[src/rtl/vga_timing_gen.sv]
// VGA raster timing generator: free-running line/frame counters, same-cycle pixel request
// decode, and a sync/enable delay line matched to the pixel source latency.
module vga_timing_gen #(
    parameter int H_ACTIVE = 640,
    parameter int H_SYNC   = 96,
    parameter int H_BP     = 48,
    parameter int H_FP     = 16,
    parameter int V_ACTIVE = 480,
    parameter int V_SYNC   = 2,
    parameter int V_BP     = 29,
    parameter int V_FP     = 10,
    parameter int SYNC_POL = 0,
    parameter int PIPE     = 2,
    parameter int RW       = 3,
    parameter int GW       = 3,
    parameter int BW       = 2,
    parameter int CW       = 10
) (
    input  logic          dclk,
    input  logic          clr,
    input  logic [RW-1:0] red_in,
    input  logic [GW-1:0] green_in,
    input  logic [BW-1:0] blue_in,
    output logic [CW-1:0] x,
    output logic [CW-1:0] y,
    output logic          req_active,
    output logic          frame_start,
    output logic          line_start,
    output logic          hsync,
    output logic          vsync,
    output logic          de,
    output logic [RW-1:0] red,
    output logic [GW-1:0] green,
    output logic [BW-1:0] blue,
    output logic [7:0]    frame_cnt
);

    localparam int HT = H_SYNC + H_BP + H_ACTIVE + H_FP;
    localparam int VT = V_SYNC + V_BP + V_ACTIVE + V_FP;
    localparam int HW = $clog2(HT + 1);
    localparam int VW = $clog2(VT + 1);

    localparam logic [HW-1:0] H_LAST     = HW'(HT - 1);
    localparam logic [HW-1:0] H_SYNC_END = HW'(H_SYNC);
    localparam logic [HW-1:0] HA_START   = HW'(H_SYNC + H_BP);
    localparam logic [HW-1:0] HA_END     = HW'(H_SYNC + H_BP + H_ACTIVE);
    localparam logic [VW-1:0] V_LAST     = VW'(VT - 1);
    localparam logic [VW-1:0] V_SYNC_END = VW'(V_SYNC);
    localparam logic [VW-1:0] VA_START   = VW'(V_SYNC + V_BP);
    localparam logic [VW-1:0] VA_END     = VW'(V_SYNC + V_BP + V_ACTIVE);

    localparam logic       SP       = (SYNC_POL != 0);
    localparam logic [2:0] CTL_IDLE = {~SP, ~SP, 1'b0};

    logic [HW-1:0] hc;
    logic [VW-1:0] vc;
    logic          h_act;
    logic          v_act;
    logic          hs_raw;
    logic          vs_raw;
    logic [2:0]    ctl_raw;
    logic [2:0]    ctl_p [0:PIPE];
    logic          de_tap;

    // Counter stage: hc wraps every line, vc advances only on the hc wrap.
    always_ff @(posedge dclk) begin
        if (clr) begin
            hc        <= '0;
            vc        <= '0;
            frame_cnt <= '0;
        end else if (hc == H_LAST) begin
            hc <= '0;
            if (vc == V_LAST) begin
                vc        <= '0;
                frame_cnt <= frame_cnt + 8'd1;
            end else begin
                vc <= vc + VW'(1);
            end
        end else begin
            hc <= hc + HW'(1);
        end
    end

    // Request decode, combinational from the counters so the pixel source sees it at once.
    assign h_act       = (hc >= HA_START) && (hc < HA_END);
    assign v_act       = (vc >= VA_START) && (vc < VA_END);
    assign req_active  = h_act && v_act;
    assign x           = req_active ? CW'(hc - HA_START) : '0;
    assign y           = req_active ? CW'(vc - VA_START) : '0;
    assign line_start  = (hc == '0);
    assign frame_start = (hc == '0) && (vc == '0);

    assign hs_raw  = (hc < H_SYNC_END) ? SP : ~SP;
    assign vs_raw  = (vc < V_SYNC_END) ? SP : ~SP;
    assign ctl_raw = {hs_raw, vs_raw, req_active};

    // Delay line stages p0..pPIPE carry {hsync, vsync, de} already at output polarity.
    always_ff @(posedge dclk) begin
        if (clr) begin
            for (int i = 0; i <= PIPE; i++) begin
                ctl_p[i] <= CTL_IDLE;
            end
        end else begin
            ctl_p[0] <= ctl_raw;
            for (int i = 1; i <= PIPE; i++) begin
                ctl_p[i] <= ctl_p[i-1];
            end
        end
    end

    generate
        if (PIPE == 0) begin : g_tap_raw
            assign de_tap = req_active;
        end else begin : g_tap_dly
            assign de_tap = ctl_p[PIPE-1][0];
        end
    endgenerate

    assign hsync = ctl_p[PIPE][2];
    assign vsync = ctl_p[PIPE][1];
    assign de    = ctl_p[PIPE][0];

    // Colour stage: the source data arrives PIPE cycles after the request, so it is
    // qualified by de tapped PIPE stages down and lands in step with the last stage.
    always_ff @(posedge dclk) begin
        if (clr || !de_tap) begin
            red   <= '0;
            green <= '0;
            blue  <= '0;
        end else begin
            red   <= red_in;
            green <= green_in;
            blue  <= blue_in;
        end
    end

endmodule

[config.mk]
export PLATFORM = sky130hd
export DESIGN_NAME = vga_timing_gen
export DESIGN_NICKNAME = d
export VERILOG_FILES = /design/src/rtl/vga_timing_gen.sv
export SDC_FILE = /design/constraint.sdc
export NUM_CORES = 1
export LEC_CHECK = 0
export CORE_UTILIZATION = 38
export DETAILED_ROUTE_END_ITERATION = 12
export PLACE_DENSITY = 0.62
export SYNTH_ARGS = -nofsm -noshare
export SYNTH_HDL_FRONTEND = slang
export SYNTH_SLANG_ARGS = --single-unit
[constraint.sdc]
create_clock -name dclk -period 3 [get_ports dclk]
set_input_delay 0.6 -clock dclk [delete_from_list [all_inputs] [get_ports dclk]]
set_output_delay 0.6 -clock dclk [all_outputs]
set_load 0.01 [all_outputs]
Yosys cells after proc, flatten, opt, wreduce, memory -nomap -nowiden
Memory sizes are Yosys's and may differ from the RTL's.
Index checks and enable logic that the tools add are counted.
- memories kept: 1
- input bits: 10
- logic and storage cells: 44
- output and inout port bits: 42
- memory bits (writable): 9
- flip-flop bits (word level): 36
- memory list (name ; depth ; bits a word ; read ports ; clocked after memory_dff ; write ports ; line ; RTL):
    ctl_p ; 3 ; 3 ; 3 ; 0 ; 3 ; 62 ; logic [2:0] ctl_p [0:PIPE];
- bitwise logic cells: 3
- add/sub/neg operators: 5
- equal/unequal tests: 2
- reductions and logical operators: 10
- multiplexer cells: 11
- $lt $le $gt $ge: 6
- operators with widths (kind ; count):
    $mux 10 ; 3
    $add 10x1->10 const B ; 2
    $eq 10x10->1 const B ; 2
    $logic_not 10->1 ; 2
    $ge 10x5->1 const B ; 1
    $ge 10x8->1 const B ; 1
    $lt 10x10->1 const B ; 1
    $lt 10x2->1 const B ; 1
    $lt 10x7->1 const B ; 1
    $lt 10x9->1 const B ; 1
    $sub 10x5->10 const B ; 1
    $sub 10x8->10 const B ; 1
    $mux 3 ; 3
    $add 8x1->8 const B ; 1
    $mux 1 ; 5
    $logic_and 1x1->1 ; 4
    $or 1x1->1 ; 3
    $reduce_and 2->1 ; 1
    $reduce_or 2->1 ; 1
    $logic_not 1->1 ; 1
    $logic_or 1x1->1 ; 1

Depth between registers and ports, before layout
- depth in word-level cells: 4
- gate-level depth with buffers: 8
- depth with buffers taken out: 6

Least setup slack after synthesis
Ideal clock, no wire load.
- kind: register to output
- start: reg hc[4]
- end: out y[8]
- buffers on the path: 0
- cell stages (with the launch flop): 7
- path slack: 470 ps
- required time: 2400 ps
- arrival time: 1930 ps
- cell sequence: dfxtp_1 -> inv_1 -> ha_1 -> inv_1 -> o21ai_0 -> a311o_1 -> a2111oi_0
- word-level cells in the longest chain between the ends: 4
- elaborated cells on any way between the ends: 5
- those cells by class: 2 x order compare; 1 x mux; 2 x reduce/logical
- RTL lines (item ; line ; RTL):
    start: declaration ; 55 ; logic [HW-1:0] hc;
    start signal: assignment ; 80 ; hc <= hc + HW'(1);
    $ge 10x8->1 or $lt 10x10->1 (tied branches) ; 85 ; assign h_act = (hc >= HA_START) && (hc < HA_END);
    $logic_and 1x1->1 * ; 85 ;
    $logic_and 1x1->1 * ; 87 ; assign req_active = h_act && v_act;
    $mux 10 * ; 89 ; assign y = req_active ? CW'(vc - VA_START) : '0;
    end: declaration ; 25 ; output logic [CW-1:0] y,
Every way passes the cells marked *; elsewhere a longest branch is shown, timed or not.

Worst setup path in the final report
- start: reg hc[0]
- end: out y[3]
Same word-level chain as after synthesis.

==> results.sh <==
export IMPL_required_ps=2400
export IMPL_io_pin_count=52
export IMPL_layout_drive_gt1_share=0.213
export IMPL_ys_types=40
export IMPL_slew_limit_headroom=0.642
export IMPL_fin_skew_ps=5.11
export IMPL_synth_flop_cell="dfxtp_1"
export IMPL_synth_warnings=0
export IMPL_vias=2175
export IMPL_synth_edf_count=0
export IMPL_antenna_found_initial=0
export IMPL_tightest_slew_ps=537
export IMPL_hold_class="reg2reg"
export IMPL_placed_cell_area_um2=3000
export IMPL_rows=28
export IMPL_setup_worst_path_class="reg2out"
export IMPL_gp_congestion=0.847
export IMPL_hold_violations=0
export IMPL_tns_ps=0
export IMPL_cts_tree="done"
export IMPL_grt_pass1_vias=1957
export IMPL_grt_pass1_wl_mm=9.60
export IMPL_first_pass_iters=4
export IMPL_cts_made_buffers=5
export IMPL_cp_arrival_ps=2360
export IMPL_final_setup_viol_count=0
export IMPL_cts_sinks=45
export IMPL_r2r_start="hc[0]"
export IMPL_pwr_density_cell_nw_per_um2=337
export IMPL_clockBufferDepth=2
export IMPL_synth_avg_cell_area_um2=8.37
export IMPL_avgRoutedWirePerCell_um=13.7
export IMPL_fin_crit_ps=2960
export IMPL_finalPower_mw=1.07
export IMPL_remaining_drc_errors=0
export IMPL_final_cell_mix="dfxtp_1, clkdlybuf4s50_1, nor2_1"
export IMPL_port_buffers=51
export IMPL_synth_seq_area_share=0.386
export IMPL_critPathMaxFanout=15
export IMPL_place_inst=403
export IMPL_start_util=0.395
export IMPL_cts_root_buf="clkbuf_8"
export IMPL_worst_ir_drop_vdd_uv=167
export IMPL_final_common_cell="dfxtp_1"
export IMPL_max_cap_viol_count=0
export IMPL_drtAntennaViolNets=0
export IMPL_ctsHtreeMaxLevel=2
export IMPL_reg2reg_slack_ps=780
export IMPL_clk_pin_slew_ps=90
export IMPL_core_area_um2=5920
export IMPL_syn_area_um2=2340
export IMPL_die_h_um=80.4
export IMPL_r2r_end="frame_cnt[2]"
export IMPL_layout_cells_non_filler=413
export IMPL_drt_iter0_drc=87
export IMPL_critPathCaptureType="output port"
export IMPL_gr_total_overflow=0
export IMPL_drv_slew=0
export IMPL_fin_area_um2=3160
export IMPL_place_hpwl_mm=4.10
export IMPL_antenna_cells=0
export IMPL_rsz0062_at_grt="true"
export IMPL_syn2layout_area_growth_pct=35.2
export IMPL_wl_mm=5.68
export IMPL_hold_buffers=0
export IMPL_async_reset_ff_frac=0
export IMPL_fin_worst_hold_slack_ps=413
export IMPL_clock_fmax_mhz=338
export IMPL_synthesis_nets=298
export IMPL_reg2reg_depth=6
export IMPL_crit_path_start_kind="flip-flop"
export IMPL_avgViaCountPerCell=5.27
export IMPL_final_nets=356
export IMPL_startpoint="hc[0]"
export IMPL_netlist_instances=279
export IMPL_fin_crit_sh=0.987
export IMPL_dieArea_um2=6460
export IMPL_power_leakage_nw=1.17
export IMPL_clk_latency_ps=300
export IMPL_status="finished clean"
export IMPL_cp_endpoint="y[3]"
export IMPL_grt_max_degree=19
export IMPL_synth_seq_cells=45
export IMPL_die_w_um=80.4
export IMPL_grt_usage=0.190
[how the worst min path moves through the flow]
stage,startpoint,end,slack (ps),depth (start not counted)
global placement,ctl_p[0][4],ctl_p[0][7],390,1
finish,ctl_p[0][5],ctl_p[0][8],410,1
floorplan,ctl_p[0][1],ctl_p[0][4],390,1
global route,ctl_p[0][1],ctl_p[0][4],430,1
detailed placement,ctl_p[0][5],ctl_p[0][8],390,1
CTS,ctl_p[0][5],ctl_p[0][8],410,1
[power breakdown]
group          switching, mW  leakage (nW)  internal (mW)
combinational         0.0299         0.763         0.0359
clock                  0.225        0.0447          0.168
sequential           0.00264         0.365          0.604
[per-layer routing]
layer  share of wire  global-route usage  up-vias
li1                -                   -     1107
met1            0.49               0.262     1002
met2            0.45               0.299       59
met3           0.043              0.0341        7
met4           0.013              0.0518        0
met5               0                   0        -
[state kept, by name (all words and copies together), names as in the netlist]
name       flops
blue           2
vc            10
ctl_p          9
frame_cnt      8
green          3
red            3
hc            10
[logic make-up (layout without fill, tap and decap cells)]
family          count (synthesis)  after routing  share of synthesized area
flops                          45             45                      0.386
buf+inv                        36             95                     0.0637
simple gates                  129            129                      0.319
fa+ha+maj                       9              9                     0.0482
mux                             1              1                    0.00429
compound gates                 37             37                     0.0964
xor+xnor                       22             22                     0.0825
[cells in the mapped netlist, types with 2 or more instances]
cell | number | share of area
a21oi_1 | 16 | 0.034
and2_1 | 9 | 0.024
and3_1 | 2 | 0.0054
and4_1 | 3 | 0.011
buf_2 | 4 | 0.0086
clkbuf_1 | 18 | 0.029
dfxtp_1 | 45 | 0.39
ha_1 | 9 | 0.048
inv_1 | 12 | 0.019
nand2_1 | 11 | 0.018
nand3_1 | 13 | 0.028
nand4_1 | 8 | 0.021
nor2_1 | 24 | 0.039
nor2b_1 | 2 | 0.0054
nor3_1 | 6 | 0.013
nor4_1 | 17 | 0.046
nor4b_1 | 3 | 0.011
o21ai_0 | 8 | 0.017
o31ai_1 | 8 | 0.026
or2_2 | 5 | 0.013
or3_1 | 8 | 0.021
or3_2 | 2 | 0.0064
or4_1 | 9 | 0.029
xnor2_1 | 14 | 0.052
xor2_1 | 8 | 0.030
[through the flow]
stage                     setup WS, ps   util
after floorplan                    470      -
after global placement            1.71  0.507
after detailed placement         -53.8  0.507
after CTS                         -219  0.528
after global routing              -104  0.534
final                             37.6  0.534
[area by class of cell]
| type | instances | area (um2) |
|---|---|---|
| clock buffers | 5 | 68.8 |
| flip-flops and latches | 45 | 901 |
| well taps | 75 | 93.8 |
| repair buffers | 75 | 629 |
| inverters | 12 | 45.0 |
| multi-input cells | 198 | 1400 |
| fillers | 571 | 2760 |
| clock inverters | 3 | 25.0 |
[what timing repair did]
item,4_1_cts,5_1_grt
resized for setup,47,38
endpoints found under the setup margin,21,22
setup buffers,1,1
pin swaps,0,2
[worst max-delay path: stages (launching register included)]
cell and delay [ps]:
dfxtp_1 320, inv_1 80, ha_1 140, nor3b_4 200, nand4b_1 120, a311o_1 340
buf_4 150, buf_6 160, nor4_2 280, clkdlybuf4s15_2 270
Power figures use the tool's default switching activity.
